--- config.mk ---
export PLATFORM = sky130hd
export DESIGN_NAME = rf_wb_arbiter
export DESIGN_NICKNAME = d
export VERILOG_FILES = /design/src/rtl/rf_wb_arbiter_pkg.sv /design/src/rtl/rf_wb_fifo.sv /design/src/rtl/rf_wb_arbiter.sv
export SDC_FILE = /design/constraint.sdc
export NUM_CORES = 1
export LEC_CHECK = 0
export ABC_AREA = 0
export CORE_MARGIN = 2
export CORE_UTILIZATION = 41
export DETAILED_ROUTE_END_ITERATION = 8
export PLACE_DENSITY = 0.63
export SLEW_MARGIN = 5
export SYNTH_ARGS = -nofsm -noshare
export SYNTH_HDL_FRONTEND = slang
export SYNTH_HIERARCHICAL = 1
export SYNTH_SLANG_ARGS = --single-unit
--- constraint.sdc ---
create_clock -name clk -period 6.2 [get_ports clk]
set_input_delay 1.86 -clock clk [delete_from_list [all_inputs] [get_ports clk]]
set_output_delay 1.86 -clock clk [all_outputs]
set_load 0.05 [all_outputs]
--- src/rtl/rf_wb_arbiter_pkg.sv ---
// Shared widths and FSM encodings for the register-file writeback arbiter.
package rf_wb_arbiter_pkg;

   localparam int WORD_W    = 32;
   localparam int REG_LOG_W = 5;

   typedef enum logic {
      NORMAL = 1'b0,
      FORCE  = 1'b1
   } wb_state_e;

   // Bits needed to hold values 0..n inclusive.
   function automatic int cnt_w(input int n);
      return (n < 1) ? 1 : $clog2(n + 1);
   endfunction

endpackage

--- src/rtl/rf_wb_fifo.sv ---
// Synchronous FIFO buffering long-latency results ahead of the RF write port.
module rf_wb_fifo #(
   parameter int DW    = 37,
   parameter int DEPTH = 4
) (
   input  logic                     clk,
   input  logic                     rst,
   input  logic                     push,
   input  logic [DW-1:0]            push_data,
   input  logic                     pop,
   output logic [DW-1:0]            pop_data,
   output logic [$clog2(DEPTH):0]   count,
   output logic                     full,
   output logic                     empty
);

   localparam int AW = $clog2(DEPTH);

   logic [DW-1:0] mem [DEPTH];
   logic [AW-1:0] wr_ptr, rd_ptr;
   logic          do_push, do_pop;

   assign full     = (count == (AW+1)'(DEPTH));
   assign empty    = (count == '0);
   assign do_push  = push && !full;
   assign do_pop   = pop && !empty;
   assign pop_data = mem[rd_ptr];

   // Storage is not reset; only the pointers and count define validity.
   always_ff @(posedge clk) begin
      if (do_push) mem[wr_ptr] <= push_data;
   end

   always_ff @(posedge clk) begin
      if (rst) begin
         wr_ptr <= '0;
         rd_ptr <= '0;
         count  <= '0;
      end else begin
         if (do_push) wr_ptr <= wr_ptr + 1'b1;
         if (do_pop)  rd_ptr <= rd_ptr + 1'b1;
         count <= count + {{AW{1'b0}}, do_push} - {{AW{1'b0}}, do_pop};
      end
   end

endmodule

--- src/rtl/rf_wb_arbiter.sv ---
// Merges the in-order pipeline (A) and buffered long-latency results (B) onto one RF write port.
// Optional RF_WB_STALL_CNT_EN adds a saturating count of starvation-forced stall cycles.
module rf_wb_arbiter
   import rf_wb_arbiter_pkg::*;
#(
   parameter int WORD         = WORD_W,
   parameter int REG_LOG      = REG_LOG_W,
   parameter int FIFO_DEPTH   = 4,
   parameter int STARVE_LIMIT = 8
) (
   input  logic                          clk,
   input  logic                          rst,
   input  logic                          a_valid,
   input  logic [REG_LOG-1:0]            a_rd,
   input  logic [WORD-1:0]               a_data,
   input  logic                          b_valid,
   output logic                          b_ready,
   input  logic [REG_LOG-1:0]            b_rd,
   input  logic [WORD-1:0]               b_data,
   output logic                          stall_a,
   output logic                          rf_we,
   output logic [REG_LOG-1:0]            rf_rd,
   output logic [WORD-1:0]               rf_wdata,
   output logic [$clog2(FIFO_DEPTH):0]   fifo_count
`ifdef RF_WB_STALL_CNT_EN
   ,
   output logic [31:0]                   stall_cnt
`endif
);

   localparam int EW = REG_LOG + WORD;
   localparam int SW = cnt_w(STARVE_LIMIT);

   wb_state_e       state;
   logic [SW-1:0]   starve_cnt, starve_nxt;
   logic [EW-1:0]   head;
   logic            fifo_full, fifo_empty;
   logic            a_win, pop, push;

   // b_ready follows the registered occupancy, so a full FIFO refuses even when it pops.
   assign b_ready    = !fifo_full;
   assign a_win      = a_valid && (a_rd != '0);
   assign pop        = !a_win && !fifo_empty;
   assign push       = b_valid && b_ready && (b_rd != '0);
   assign starve_nxt = starve_cnt + 1'b1;

   rf_wb_fifo #(
      .DW    (EW),
      .DEPTH (FIFO_DEPTH)
   ) u_fifo (
      .clk       (clk),
      .rst       (rst),
      .push      (push),
      .push_data ({b_rd, b_data}),
      .pop       (pop),
      .pop_data  (head),
      .count     (fifo_count),
      .full      (fifo_full),
      .empty     (fifo_empty)
   );

   always_ff @(posedge clk) begin
      if (rst) begin
         rf_we    <= 1'b0;
         rf_rd    <= '0;
         rf_wdata <= '0;
      end else begin
         rf_we <= a_win || pop;
         if (a_win) begin
            rf_rd    <= a_rd;
            rf_wdata <= a_data;
         end else if (pop) begin
            {rf_rd, rf_wdata} <= head;
         end
      end
   end

   // FORCE only holds A off; the head then wins the free slot through normal selection.
   always_ff @(posedge clk) begin
      if (rst) begin
         state      <= NORMAL;
         stall_a    <= 1'b0;
         starve_cnt <= '0;
      end else begin
         case (state)
            NORMAL: begin
               if (fifo_empty || pop) begin
                  starve_cnt <= '0;
               end else begin
                  starve_cnt <= starve_nxt;
                  if (starve_nxt == SW'(STARVE_LIMIT)) begin
                     state   <= FORCE;
                     stall_a <= 1'b1;
                  end
               end
            end
            FORCE: begin
               state      <= NORMAL;
               stall_a    <= 1'b0;
               starve_cnt <= '0;
            end
            default: begin
               state      <= NORMAL;
               stall_a    <= 1'b0;
               starve_cnt <= '0;
            end
         endcase
      end
   end

`ifdef RF_WB_STALL_CNT_EN
   always_ff @(posedge clk) begin
      if (rst)
         stall_cnt <= '0;
      else if (state == FORCE && stall_cnt != 32'hFFFF_FFFF)
         stall_cnt <= stall_cnt + 32'd1;
   end
`endif

`ifndef SYNTHESIS
   a_no_valid_in_stall: assert property (@(posedge clk) disable iff (rst) !(a_valid && stall_a));
`endif

endmodule

==> metrics.txt, run 1 <==
remaining routing DRC violations 0; number of global-route vias before repair 4666; DR WL/cell 20.1 µm; Port Buffers 120; 1st-pass router iterations 4; Std-Cell Rows 51; unrepaired setup endpoints after global routing no; Synth Cell Area 0.00798 mm²; Post-CTS Repair Setup Buffers 0; reg2reg start u_fifo/count[1]$_SDFF_PP0_; clock transition at the registers of the reported paths 0.06 ns; Final setup viols 0; Die Wd 144 µm; first-pass GRT wire length 26000 µm; final instance area 0.0100 mm²; max-cap violations 0; initial drt markers 251; post-synthesis instance total 450; Ports 121; Die Y 144 µm; P_leak 3.36 nW; CP endpoint kind register; Final Slew Violations 0; Skew-Pair Late Insertion Delay 0.50 ns; ratio of final minimum period to clock period 76.5%; fmax 0.211 GHz; min cycle time layout 4.74 ns; status complete, no violations; Worst setup SP type input pin; hold_ws 0.481 ns; Slew @ Worst Pin 1.11 ns; routed wl met3 790 µm; R2R setup slack 3.17 ns; CP required 6.53 ns; Worst EP arrival 5.07 ns; initial antenna violation count 0; #FFs+latches synth 201; global-route usage over all layers 16.6%; Final ANT Viol Nets 0; P per Cell Area 410 mW/mm²; initial cell density of the core 41.4%; Synth Area per Inst 17.7 µm²; Max rail drop VDD 236 µV; post-synth cell types 37; largest net degree at the start of global routing 54; final setup TNS 0 ns; detailed-routing wirelength on met1 7410 µm; R2R Path End u_fifo/count[2]$_SDFF_PP0_; Num CTS Buffers 21; Final Skew 0.0157 ns; P&R area growth vs syn 25.6%; Vias/cell 5.26; sequential fraction of the synthesis area 69.0%; gpl congestion 0.707; cells on worst reg2reg path 13; Post-CTS Hold Fix Bufs 0; Final Hold Vio Count 0; Worst Setup EP u_fifo/count[2]$_SDFF_PP0_; pre-CTS setup slack 0.975 ns; gr ovfl total 0; CP Launch Point a_valid; via count 4448; total clock sinks 201; met2 WL post-DR 8440 µm; top routing layer used met4; final worst setup slack 1.46 ns; cts repair resizes 0; antenna cells 0; clock tree buffer depth 3; Rel. slew slack 26.0%; Detailed Route WL 17000 µm; worst-path fanout max 34; Final HPWL DP 10300 µm; CTS tree built; Placed Area 0.00934 mm²; syn nets 536; H-tree depth 1; Min-Delay Path Class reg -> reg; Core Footprint 0.0193 mm²; share of layout cells above drive strength 1 13.3%; critical path class in -> reg; die area 0.0206 mm²; yosys warns 6; nets 652; CTS root buf clkbuf_16
-- how the worst min path moves through the flow --
| stage | from | end | slack [ns] | cells after the start |
|---|---|---|---|---|
| final | stall_a$_SDFFE_PP0P_ | stall_a$_SDFFE_PP0P_ | 0.48 | 2 |
| after detailed placement | starve_cnt[0]$_SDFF_PP0_ | starve_cnt[0]$_SDFF_PP0_ | 0.47 | 1 |
| after global routing | stall_a$_SDFFE_PP0P_ | stall_a$_SDFFE_PP0P_ | 0.49 | 2 |
| after global placement | starve_cnt[0]$_SDFF_PP0_ | starve_cnt[0]$_SDFF_PP0_ | 0.44 | 1 |
| after floorplan | starve_cnt[0]$_SDFF_PP0_ | starve_cnt[0]$_SDFF_PP0_ | 0.43 | 1 |
| after CTS | stall_a$_SDFFE_PP0P_ | stall_a$_SDFFE_PP0P_ | 0.48 | 2 |
-- critical path, cell delays in order --
cell and delay, ns:
clkdlybuf4s50_1 0.68, clkinv_1 0.13, buf_4 0.28, a21oi_1 0.49, nor2_1 0.13, o31ai_1 0.15
inv_1 0.10, ha_1 0.28, inv_1 0.05, ha_1 0.13, inv_1 0.05, fa_1 0.37
xor2_1 0.18, and2_1 0.15, nor3_1 0.04
-- power by group --
group / total (W) / switching, W / internal [W]
combinational: 0.00114 / 0.000643 / 0.000493
clock: 0.00123 / 0.000490 / 0.000744
sequential: 0.00173 / 0.0000862 / 0.00165
total: 0.00410 / 0.00122 / 0.00289
-- per-stage QoR --
step,total power (W),instances,util [%]
floorplan,0.00260,450,-
global placement,0.00289,808,48.5
detailed placement,0.00292,808,48.5
CTS,0.00416,846,52.0
global route,0.00428,846,52.0
finish,0.00410,846,52.0
-- cells in the final DEF, fill, tap and decap left out, types with 5 or more instances in the layout --
| cell | n |
|---|---|
| a211oi_1 | 65 |
| o31ai_1 | 6 |
| clkbuf_16 | 21 |
| nor2_1 | 10 |
| buf_4 | 5 |
| ha_1 | 7 |
| dfxtp_1 | 51 |
| inv_1 | 9 |
| clkbuf_1 | 6 |
| mux4_2 | 30 |
| edfxtp_1 | 148 |
| clkdlybuf4s50_1 | 119 |
| mux4_1 | 7 |
| mux2i_1 | 38 |
-- sequential cells by signal, summed over array words and instances (netlist names), named ones only --
| signal | cells |
|---|---|
| u_fifo/mem | 148 |
| rf_wdata | 32 |
| rf_rd | 5 |
| starve_cnt | 4 |
| u_fifo/count | 3 |
| u_fifo/rd_ptr | 2 |
| u_fifo/wr_ptr | 2 |
| rf_we | 1 |
| stall_a | 1 |
| state | 1 |
-- final cells by class --
class	count	area [µm²]
clock buffer	30	589
inverter	10	37.5
timing repair buffer	125	1230
tap	265	332
fill	1556	9250
clock inverter	8	91.3
multi-input combinational	207	2230
sequential	201	5510
-- kinds of logic after synthesis --
family          share of synthesized area [%]
compound gates                           7.48
xor+xnor                                0.549
simple gates                             2.92
buf+inv                                  3.20
flops                                    69.0
mux                                      15.5
fa+ha+maj                                1.35
-- cells in the mapped netlist, drive strengths merged --
cell type	number	share of area, %
o31ai	6	0.56
nand3b	4	0.38
fa	1	0.25
a21oi	4	0.25
nor2	10	0.47
nand2	4	0.19
o311a	1	0.13
clkinv	1	0.047
nor2b	1	0.078
ha	7	1.1
edfxtp	148	56
xnor2	1	0.11
mux2i	38	4.8
o21ai	3	0.33
dfxtp	53	13
nand3	1	0.063
and3	1	0.078
nor3	5	0.31
mux4	37	11
xor2	4	0.44
nor3b	1	0.16
nor4	1	0.27
clkbuf	13	0.63
and2	5	0.39
buf	19	2.1
nand2b	2	0.16
inv	9	0.42
o211ai	1	0.094
a211oi	65	6.1
or3	3	0.24
or4	1	0.14
-- layer usage --
layer	vias up	track usage [%]
met4	0	4.59
li1	2058	-
met5	-	0
met2	105	28.7
met3	31	3.07
met1	2254	21.5
Note: power is estimated with default switching activity, not from simulation.
==> run 2, diff against run 1 <==
--- a/config.mk
+++ b/config.mk
@@ -9,7 +9,7 @@
 export CORE_MARGIN = 2
 export CORE_UTILIZATION = 41
 export DETAILED_ROUTE_END_ITERATION = 8
-export PLACE_DENSITY = 0.63
+export PLACE_DENSITY = 0.66
 export SLEW_MARGIN = 5
 export SYNTH_ARGS = -nofsm -noshare
 export SYNTH_HDL_FRONTEND = slang
==> constraint.sdc (replaced) <==
create_clock -name clk -period 3.9 [get_ports clk]
set_input_delay 1.17 -clock clk [delete_from_list [all_inputs] [get_ports clk]]
set_output_delay 1.17 -clock clk [all_outputs]
set_load 0.05 [all_outputs]
==> run 2 against run 1 <==
- clock-buffer cell count decreased by 5
- via count increased by 3.2%
- utilization increased by 1.1 points
- largest cell class unchanged
==> metrics.txt, run 2 (same netlist as run 1, synthesis figures left out) <==
Slew @ Worst Pin 1.06 ns; pre-CTS setup slack -0.0224 ns; critical path class in -> reg; via count 4590; nets 661; worst-path fanout max 5; Final Skew 0.0104 ns; Placed Area 0.00941 mm²; Reg power frac 40.2%; Post-CTS Hold Fix Bufs 0; met2 WL post-DR 8900 µm; first-pass GRT wire length 27400 µm; 1st-pass router iterations 4; Sw Share 28.8%; initial drt markers 273; Vias/cell 5.36; Post-CTS Repair Setup Buffers 0; largest net degree at the start of global routing 42; Worst EP arrival 3.83 ns; initial antenna violation count 1; min cycle time layout 3.41 ns; Final setup viols 0; Num CTS Buffers 22; H-tree depth 1; max-cap violations 0; Port Buffers 120; number of global-route vias before repair 4815; Top reg by flops u_fifo/mem; top routing layer used met4; final worst setup slack 0.487 ns; CTS tree built; Detailed Route WL 17800 µm; CP endpoint kind register; Final Hold Vio Count 0; commonest non-fill, non-tap cell in the layout edfxtp_1; Worst setup SP type input pin; Largest register FFs 148; Max rail drop VDD 379 µV; Skew-Pair Late Insertion Delay 0.49 ns; gpl congestion 0.737; final instance area 0.0102 mm²; CTS root buf clkbuf_16; routed wl met3 1050 µm; most frequent cells in the layout 148 x edfxtp_1, 119 x clkdlybuf4s50_1, 65 x a211oi_1; Die Y 144 µm; Min-Delay Path Class reg -> reg; unrepaired setup endpoints after global routing no; reg2reg start u_fifo/count[1]$_SDFF_PP0_; Pint 0.00490 W; CP Launch Point b_rd[1]; hold_ws 0.457 ns; P per Cell Area 673 mW/mm²; Final ANT Viol Nets 0; Core Footprint 0.0193 mm²; Final Slew Violations 0; Ports 121; final setup TNS 0 ns; global-route usage over all layers 17.6%; clock transition at the registers of the reported paths 0.06 ns; Final HPWL DP 11200 µm; ratio of final minimum period to clock period 87.5%; top flop regs u_fifo/mem: 148 flops, rf_wdata: 32 flops, rf_rd: 5 flops; Fillers 1579; Rel. slew slack 29.3%; Die Wd 144 µm; share of layout cells above drive strength 1 15.1%; die area 0.0206 mm²; worst hold start stall_a$_SDFFE_PP0P_; clock share of power 33.2%; Sw Pwr 0.00198 W; CP required 4.32 ns; total clock sinks 201; detailed-routing wirelength on met1 7390 µm; DR WL/cell 20.8 µm; combinational power share 26.6%; Std-Cell Rows 51; gr ovfl total 0; clock tree buffer depth 3; P_leak 3.47 nW; P&R area growth vs syn 28.1%; cts repair resizes 0; initial cell density of the core 41.4%; status complete, no violations; remaining routing DRC violations 0; fmax 0.293 GHz
[run 2: final cells by class]
class,instances,area (µm²),area share (%)
Antenna cell,1,2.50,0.0245
Clock buffer,25,583,5.70
Clock inverter,15,226,2.21
Inverter,10,37.5,0.367
Multi-Input combinational cell,207,2230,21.8
Sequential cell,201,5510,53.9
Tap cell,265,332,3.24
Timing Repair Buffer,133,1310,12.8
[run 2: worst paths after layout]
kind                                              endpoint  slack (ns)  depth (start not counted)
worst max-delay path            u_fifo/count[2]$_SDFF_PP0_        0.49                         14
worst min-delay path                  stall_a$_SDFFE_PP0P_        0.46                          2
worst max register to register  u_fifo/count[2]$_SDFF_PP0_        1.38                         14
worst min register to register        stall_a$_SDFFE_PP0P_        0.46                          2
[run 2: through the flow]
step	utilization (%)	cells	power, W
after CTS	53.1	856	0.00696
after floorplan	-	450	0.00414
final	53.1	857	0.00688
after global placement	48.9	816	0.00462
after detailed placement	48.9	816	0.00468
after global routing	53.1	857	0.00717
[run 2: power groups by stage]
stage	sequential, W	combinational (W)	clock, W
after floorplan	0.00307	0.00107	0
after global placement	0.00280	0.00183	0
after detailed placement	0.00282	0.00186	0
after CTS	0.00277	0.00186	0.00232
after global routing	0.00280	0.00197	0.00240
final	0.00277	0.00183	0.00228
[run 2: routing by layer]
metal / track usage, % / vias up
met3: 3.57 / 34
met4: 5.37 / 0
met2: 30.1 / 129
met1: 22.8 / 2351
li1: - / 2076
met5: 0 / -
[run 2: worst max-delay path, stage by stage]
cell and delay (ns):
clkdlybuf4s50_1 0.48, or3_1 0.41, o311a_1 0.30, inv_1 0.09, nor2_1 0.06, inv_1 0.07
ha_1 0.22, inv_1 0.05, ha_1 0.12, inv_1 0.04, fa_1 0.38, xor2_1 0.16
and2_1 0.16, nor3_1 0.12
